<file path="config.mk">
export PLATFORM = sky130hd
export DESIGN_NAME = mac_cfg_sequencer
export DESIGN_NICKNAME = d
export VERILOG_FILES = /design/src/rtl/mac_cfg_sequencer.sv
export SDC_FILE = /design/constraint.sdc
export NUM_CORES = 1
export LEC_CHECK = 0
export BUFFER_PORTS_ARGS = -buffer_cell sky130_fd_sc_hd__buf_4
export CORE_MARGIN = 2
export CORE_UTILIZATION = 45
export CTS_CLUSTER_DIAMETER = 60
export DETAILED_ROUTE_END_ITERATION = 6
export PLACE_DENSITY_LB_ADDON = 0.3
export SETUP_SLACK_MARGIN = 0.15
export SYNTH_ARGS = -nofsm -noshare
export SYNTH_HDL_FRONTEND = slang
export SYNTH_SLANG_ARGS = --single-unit
</file>
<file path="constraint.sdc">
create_clock -name clk -period 2.8 [get_ports clk]
set_clock_uncertainty 0.1 [all_clocks]
set_input_delay 0.14 -clock clk [delete_from_list [all_inputs] [get_ports clk]]
set_output_delay 0.14 -clock clk [all_outputs]
set_load 0.03 [all_outputs]
</file>
<file path="src/rtl/mac_cfg_sequencer.sv">
// mac_cfg_sequencer: power-up / reconfiguration sequencer for the Ethernet MAC and PHY.
// Walks a fixed register-write table, polls the command reset to completion, then enables Tx/Rx.
// A restart pulse or speed change aborts the run; a stalled slave raises a sticky timeout error.
module mac_cfg_sequencer #(
  parameter int          ADDR_W   = 8,
  parameter int          DATA_W   = 32,
  parameter int          REAL_PHY = 1,
  parameter logic [31:0] MAC_HI   = 32'h06150910,
  parameter logic [31:0] MAC_LO   = 32'h2019,
  parameter logic [4:0]  PHY_ADDR = 5'h10,
  parameter int          POLL_BIT = 13,
  parameter int          TIMEOUT  = 65535
) (
  input  logic              clk,
  input  logic              reset,
  input  logic [1:0]        speed,
  input  logic              restart,
  input  logic              cfg_busy,
  input  logic [DATA_W-1:0] cfg_readdata,
  output logic [ADDR_W-1:0] cfg_addr,
  output logic [DATA_W-1:0] cfg_writedata,
  output logic              cfg_rd,
  output logic              cfg_wr,
  output logic              cfg_done,
  output logic              cfg_error,
  output logic [5:0]        cfg_step
);

  localparam int CNT_W = (TIMEOUT > 0) ? $clog2(TIMEOUT + 1) : 1;
  localparam logic [CNT_W-1:0] TO_VAL = CNT_W'(TIMEOUT);
  // Last table entry is the command reset; without a real PHY the PHY block is skipped.
  localparam logic [5:0] LAST_STEP = (REAL_PHY != 0) ? 6'd17 : 6'd11;

  typedef enum logic [2:0] {
    S_WAIT_IDLE, S_WRITE, S_POLL, S_ENABLE, S_DONE, S_ERROR
  } state_t;

  state_t            r_state;
  logic [5:0]        r_step;
  logic [CNT_W-1:0]  r_cnt;
  logic              r_busy_d;
  logic [1:0]        r_speed;
  logic [ADDR_W-1:0] r_addr;
  logic [DATA_W-1:0] r_wdata;
  logic              r_rd;
  logic              r_wr;
  logic              r_done;
  logic              r_error;

  logic              w_cmp;
  logic              w_abort;
  logic              w_poll_set;
  logic              w_unused_rdata;
  logic [DATA_W-1:0] w_spd;
  logic [DATA_W-1:0] w_phyctl;
  logic [5:0]        w_nxt_step;
  logic [5:0]        w_tbl_idx;
  logic [ADDR_W-1:0] w_tbl_addr;
  logic [DATA_W-1:0] w_tbl_data;

  assign w_cmp          = !cfg_busy && r_busy_d;
  assign w_abort        = restart || (speed != r_speed);
  assign w_poll_set     = cfg_readdata[POLL_BIT];
  assign w_unused_rdata = ^cfg_readdata;
  assign w_nxt_step     = ((REAL_PHY == 0) && (r_step == 6'd10)) ? LAST_STEP : r_step + 6'd1;
  assign w_tbl_idx      = (r_state == S_WAIT_IDLE) ? 6'd0 : w_nxt_step;

  // Speed-dependent command-register bits and PHY control word.
  always_comb begin
    w_spd    = '0;
    w_phyctl = '0;
    case (r_speed)
      2'b00:   begin w_spd = DATA_W'(32'h0200_0000); w_phyctl = DATA_W'(32'h8100); end
      2'b01:   begin w_spd = '0;                     w_phyctl = DATA_W'(32'ha100); end
      default: begin w_spd = DATA_W'(32'h0000_0008); w_phyctl = DATA_W'(32'h8140); end
    endcase
  end

  // Register-write table lookup for the entry about to be issued.
  always_comb begin
    w_tbl_addr = '0;
    w_tbl_data = '0;
    if (w_tbl_idx == LAST_STEP) begin
      w_tbl_addr = ADDR_W'(8'h02);
      w_tbl_data = DATA_W'(32'h0400_2030) | w_spd;
    end else begin
      case (w_tbl_idx)
        6'd0:    begin w_tbl_addr = ADDR_W'(8'h03); w_tbl_data = DATA_W'(MAC_HI); end
        6'd1:    begin w_tbl_addr = ADDR_W'(8'h04); w_tbl_data = DATA_W'(MAC_LO); end
        6'd2:    begin w_tbl_addr = ADDR_W'(8'h09); w_tbl_data = DATA_W'(32'd500); end
        6'd3:    begin w_tbl_addr = ADDR_W'(8'h0a); w_tbl_data = DATA_W'(32'd100); end
        6'd4:    begin w_tbl_addr = ADDR_W'(8'h07); w_tbl_data = DATA_W'(32'd4000); end
        6'd5:    begin w_tbl_addr = ADDR_W'(8'h08); w_tbl_data = DATA_W'(32'd0); end
        6'd6:    begin w_tbl_addr = ADDR_W'(8'h0b); w_tbl_data = DATA_W'(32'd8); end
        6'd7:    begin w_tbl_addr = ADDR_W'(8'h0c); w_tbl_data = DATA_W'(32'd8); end
        6'd8:    begin w_tbl_addr = ADDR_W'(8'h0d); w_tbl_data = DATA_W'(32'd8); end
        6'd9:    begin w_tbl_addr = ADDR_W'(8'h0e); w_tbl_data = DATA_W'(32'd3); end
        6'd10:   begin w_tbl_addr = ADDR_W'(8'h0f); w_tbl_data = DATA_W'(PHY_ADDR); end
        6'd11:   begin w_tbl_addr = ADDR_W'(8'h84); w_tbl_data = DATA_W'(32'h0001); end
        6'd12:   begin w_tbl_addr = ADDR_W'(8'h89); w_tbl_data = DATA_W'(32'h0c00); end
        6'd13:   begin w_tbl_addr = ADDR_W'(8'h90); w_tbl_data = DATA_W'(32'ha078); end
        6'd14:   begin w_tbl_addr = ADDR_W'(8'h94); w_tbl_data = DATA_W'(32'h0ce2); end
        6'd15:   begin w_tbl_addr = ADDR_W'(8'h9b); w_tbl_data = DATA_W'(32'h848b); end
        6'd16:   begin w_tbl_addr = ADDR_W'(8'h80); w_tbl_data = w_phyctl; end
        default: begin w_tbl_addr = '0;             w_tbl_data = '0; end
      endcase
    end
  end

  // Sequencer FSM: abort wins over completion, timeout checked only when no completion.
  always_ff @(posedge clk) begin
    if (reset) begin
      r_state  <= S_WAIT_IDLE;
      r_step   <= '0;
      r_cnt    <= '0;
      r_busy_d <= 1'b0;
      r_speed  <= speed;
      r_addr   <= '0;
      r_wdata  <= '0;
      r_rd     <= 1'b0;
      r_wr     <= 1'b0;
      r_done   <= 1'b0;
      r_error  <= 1'b0;
    end else begin
      r_speed  <= speed;
      r_busy_d <= cfg_busy;
      if (w_abort) begin
        r_state  <= S_WAIT_IDLE;
        r_step   <= '0;
        r_cnt    <= '0;
        r_busy_d <= 1'b0;
        r_rd     <= 1'b0;
        r_wr     <= 1'b0;
        r_done   <= 1'b0;
        r_error  <= 1'b0;
      end else begin
        case (r_state)
          S_WAIT_IDLE: begin
            // Let any in-flight slave access drain before starting over.
            if (!cfg_busy) begin
              r_state <= S_WRITE;
              r_step  <= '0;
              r_cnt   <= '0;
              r_addr  <= w_tbl_addr;
              r_wdata <= w_tbl_data;
            end
          end
          S_WRITE, S_POLL, S_ENABLE: begin
            if (w_cmp) begin
              r_cnt <= '0;
              if (r_state == S_WRITE) begin
                if (r_step == LAST_STEP) begin
                  r_state <= S_POLL;
                  r_wr    <= 1'b0;
                  r_rd    <= 1'b1;
                  r_addr  <= ADDR_W'(8'h02);
                end else begin
                  r_wr    <= 1'b1;
                  r_step  <= w_nxt_step;
                  r_addr  <= w_tbl_addr;
                  r_wdata <= w_tbl_data;
                end
              end else if (r_state == S_POLL) begin
                if (!w_poll_set) begin
                  r_state <= S_ENABLE;
                  r_rd    <= 1'b0;
                  r_wr    <= 1'b1;
                  r_addr  <= ADDR_W'(8'h02);
                  r_wdata <= DATA_W'(32'h0400_0033) | w_spd;
                end
              end else begin
                r_state <= S_DONE;
                r_wr    <= 1'b0;
                r_done  <= 1'b1;
              end
            end else if (r_cnt == TO_VAL) begin
              r_state <= S_ERROR;
              r_cnt   <= '0;
              r_rd    <= 1'b0;
              r_wr    <= 1'b0;
              r_done  <= 1'b0;
              r_error <= 1'b1;
            end else begin
              r_cnt <= r_cnt + CNT_W'(1);
              if (r_state == S_WRITE) r_wr <= 1'b1;
            end
          end
          default: begin
            // DONE and ERROR hold until restart, speed change or reset.
            r_rd <= 1'b0;
            r_wr <= 1'b0;
          end
        endcase
      end
    end
  end

  assign cfg_addr      = r_addr;
  assign cfg_writedata = r_wdata;
  assign cfg_rd        = r_rd;
  assign cfg_wr        = r_wr;
  assign cfg_done      = r_done;
  assign cfg_error     = r_error;
  assign cfg_step      = r_step;

endmodule

</file>
==> impl_metrics.json <==
{
  "wl_met2_um": 4234,
  "peakVddDrop_mv": 0.1707,
  "status": "complete, no violations",
  "wl_met3_um": 646,
  "fin_tns_setup_ns": 0,
  "crit_family": "buffers and inverters",
  "clkSinkCount": 55,
  "yosys.area.top_type": "dfxtp_1",
  "n_fill_cell": 748,
  "clk_pin_slew_ns": 0.12,
  "hold_path_depth": 4,
  "ant_nets": 0,
  "place.gp.congestion": 0.9241,
  "grt_pass1_vias": 3259,
  "root_buffer": "clkbuf_8",
  "wl_met1_um": 4221,
  "avgSynthCellArea_um2": 7.730,
  "cp.required_ns": 2.95,
  "syn_inst": 471,
  "register_area_um2": 1102,
  "cts_tree": "yes",
  "avgRoutedWirePerCell_um": 15.47,
  "cp_common_cell": "buf_4",
  "vias": 3536,
  "grt.total_usage_pct": 22.25,
  "post-cts-setup-buffer-count": 0,
  "drc": 0,
  "period_needed_ns": 2.486,
  "insertion_delay_ns": 0.32,
  "hold_start": "restart",
  "yosys_warnings": 0,
  "fmax_ghz": 0.4023,
  "die_area_um2": 8827,
  "nNetsFinal": 542,
  "cp_slowest_cell": "ha_1",
  "syn2layout_area_growth_pct": 12.44,
  "max_cap_violations": 0,
  "tightest_slew_ns": 0.8262,
  "crit_arrival_ns": 2.63,
  "grt_max_degree": 30,
  "hold_violations": 0,
  "reg2reg_depth": 10,
  "yosys_register_bits": 55,
  "synth_edf_count": 0,
  "antenna_found_initial": 0,
  "wl_um": 9345,
  "multiInputGateArea_um2": 2260,
  "initial_core_util_pct": 46.87,
  "leakagePower_nw": 1.544,
  "grt_setup_unrepaired": "false",
  "syn_area_um2": 3641,
  "die_w_um": 93.95,
  "cts_buffers": 5,
  "hold_end": "cfg_addr[1]",
  "antennaDiodeCount": 0,
  "crit_path_start_kind": "register",
  "critical_path_class": "reg -> reg",
  "seq_area_frac_synth_pct": 30.24,
  "highest_layer": "met4",
  "slew_viol_final": 0,
  "cp_num_buf_inv": 3,
  "instances_no_fill": 604,
  "synth_area_leaders": "dfxtp_1, nor2_1, a21oi_1, nand2_1, buf_4",
  "cpPeakStageDelay_ns": 0.41,
  "io_pins": 88,
  "clockBufferDepth": 2,
  "port_buffers": 41,
  "via_per_inst": 5.854,
  "path_cells": "inv_1 -> ha_1 -> buf_4 -> nor2b_1 -> buf_4 -> nand2_1 -> mux2i_1 -> a221o_1 -> o21ai_0 -> a211oi_1",
  "slew_headroom_pct": 44.50,
  "power.density_nw_per_um2": 352.1,
  "layout-drive-gt1-share_pct": 15.34,
  "min_path_type": "in -> reg",
  "drt_first_pass_iters": 5,
  "fp.dieH_um": 93.95,
  "num_rows": 32,
  "core_um2": 7767,
  "dp_cells": 592,
  "cts_max_level": 2,
  "hpwl_um": 6852,
  "yosysTopAreaCellShare_pct": 30.24,
  "grt-ovfl-total": 0,
  "r2r-end": "cfg_addr[1]",
  "synthArstFlopShare_pct": 0,
  "finalCritPeriodShare_pct": 88.77,
  "ff2ff_setup_slack_ns": 0.31,
  "grt_pass1_wl_um": 15920,
  "endpoint_kind": "register",
  "setup_viol": 0,
  "worstReg2RegStart": "cfg_step[1]",
  "drt_iter0_drc": 435,
  "ys.flop_type": "dfxtp_1",
  "synth_cell_types": 66,
  "path_max_fanout": 11
}
-- layout by cell type, fill, tap and decap left out, types with 4 or more instances in the layout --
cell type,Yosys,layout
inv_1,10,10
conb_1,1,15
a22oi_1,4,4
and2_1,5,5
nor2b_1,11,10
a22o_1,4,4
mux2i_1,4,4
clkbuf_8,0,5
buf_4,19,56
a211oi_1,9,9
a31oi_1,11,11
nand2b_1,5,5
a32o_1,4,4
nand2_1,39,39
dlygate4sd3_1,0,4
xnor2_1,15,15
nand4_1,6,6
nor4_1,6,5
nand3_1,15,15
o21ai_0,21,21
a21oi_1,36,36
nor3_1,11,11
xor2_1,16,16
nor2_1,58,58
and3_1,10,10
dfxtp_1,55,54
or3_1,6,6
and4_1,4,4
-- stage by stage --
stage	cell area [um^2]	util (%)	hold WS, ns	total power [mW]	setup WS [ns]
6_report	4094	52.71	0.09522	1.441	0.3145
5_1_grt	4094	52.71	0.1439	1.503	0.1616
4_1_cts	4079	52.51	0.07799	1.459	0.3370
3_5_place_dp	3936	50.68	0.1614	0.9568	0.3614
3_3_place_gp	3936	50.68	0.1603	0.9552	0.4252
2_1_floorplan	3695	-	0.06772	0.9357	0.2356
-- registers in the layout (all words and copies together) (netlist names) --
signal         count
cfg_wr             1
cfg_error          1
r_busy_d           1
cfg_addr           6
cfg_rd             1
r_speed            2
cfg_writedata     17
r_state            3
cfg_done           1
cfg_step           6
r_cnt             16
-- where the power goes --
group,switching [mW],total (mW),leakage [nW],internal (mW)
clock,0.308,0.497,0.0515,0.189
sequential,0.00874,0.801,0.445,0.792
combinational,0.0976,0.144,1.05,0.0460
total,0.414,1.44,1.54,1.03
-- layout make-up --
type                            count  area share, %
Clock buffer                        5          1.681
Clock inverter                      3         0.8252
Inverter                           11          1.009
Multi-Input combinational cell    368          55.20
Sequential cell                    55          26.93
Tap cell                          102          3.117
Timing Repair Buffer               60          11.25
-- synthesized netlist by cell type (9+ instances only) --
master,instances
a211oi_1,9
nor2b_1,11
a21oi_1,36
xor2_1,16
nor3_1,11
dfxtp_1,55
xnor2_1,15
nand2_1,39
and3_1,10
clkbuf_1,14
nor2_1,58
inv_1,10
buf_4,19
buf_2,11
nand3_1,15
a31oi_1,11
o21ai_0,21
-- worst reg2reg max path, delay by kind of cell (launching register included) --
family / cells / cell delay, ns
AO/OA/AOI/OAI: 3 / 0.49
multiplexers: 1 / 0.17
AND/OR/NAND/NOR: 2 / 0.35
buffers and inverters: 3 / 0.52
flip-flops: 1 / 0.37
adder cells (fa/ha/maj): 1 / 0.41
-- repair_timing --
action                                 4_1_cts  5_1_grt
endpoints found under the hold margin       13        0
setup endpoints to repair                    0        6
gates resized for setup                      0        3
hold buffers                                 4        0
-- worst max-delay path by stage --
stage           startpoint  slack [ns]  cells past startpoint                end
3_5_place_dp   cfg_step[1]        0.36                     10        cfg_addr[1]
3_3_place_gp   cfg_step[3]        0.43                      6  cfg_writedata[13]
2_1_floorplan  cfg_step[1]        0.24                     11        cfg_addr[4]
5_1_grt        cfg_step[1]        0.16                     10        cfg_addr[1]
6_report       cfg_step[1]        0.31                     10        cfg_addr[1]
4_1_cts        cfg_step[1]        0.34                     10        cfg_addr[1]
-- cell families (layout without fill, tap and decap cells) --
logic type / count (synthesis) / in the layout / synth area share [%]
compound gates: 126 / 126 / 23.71
xor+xnor: 32 / 32 / 8.213
fa+ha+maj: 3 / 3 / 1.031
buf+inv: 62 / 79 / 9.553
flops: 55 / 55 / 30.24
mux: 4 / 4 / 1.100
other cells: 1 / 15 / 0.1030
simple gates: 188 / 188 / 26.05
-- per-layer routing --
layer,global-route usage [%],up-vias
li1,-,1716
met3,4.093,26
met4,7.367,0
met5,0,-
met1,30.39,1645
met2,35.36,149
Note: power is estimated with default switching activity, not from simulation.
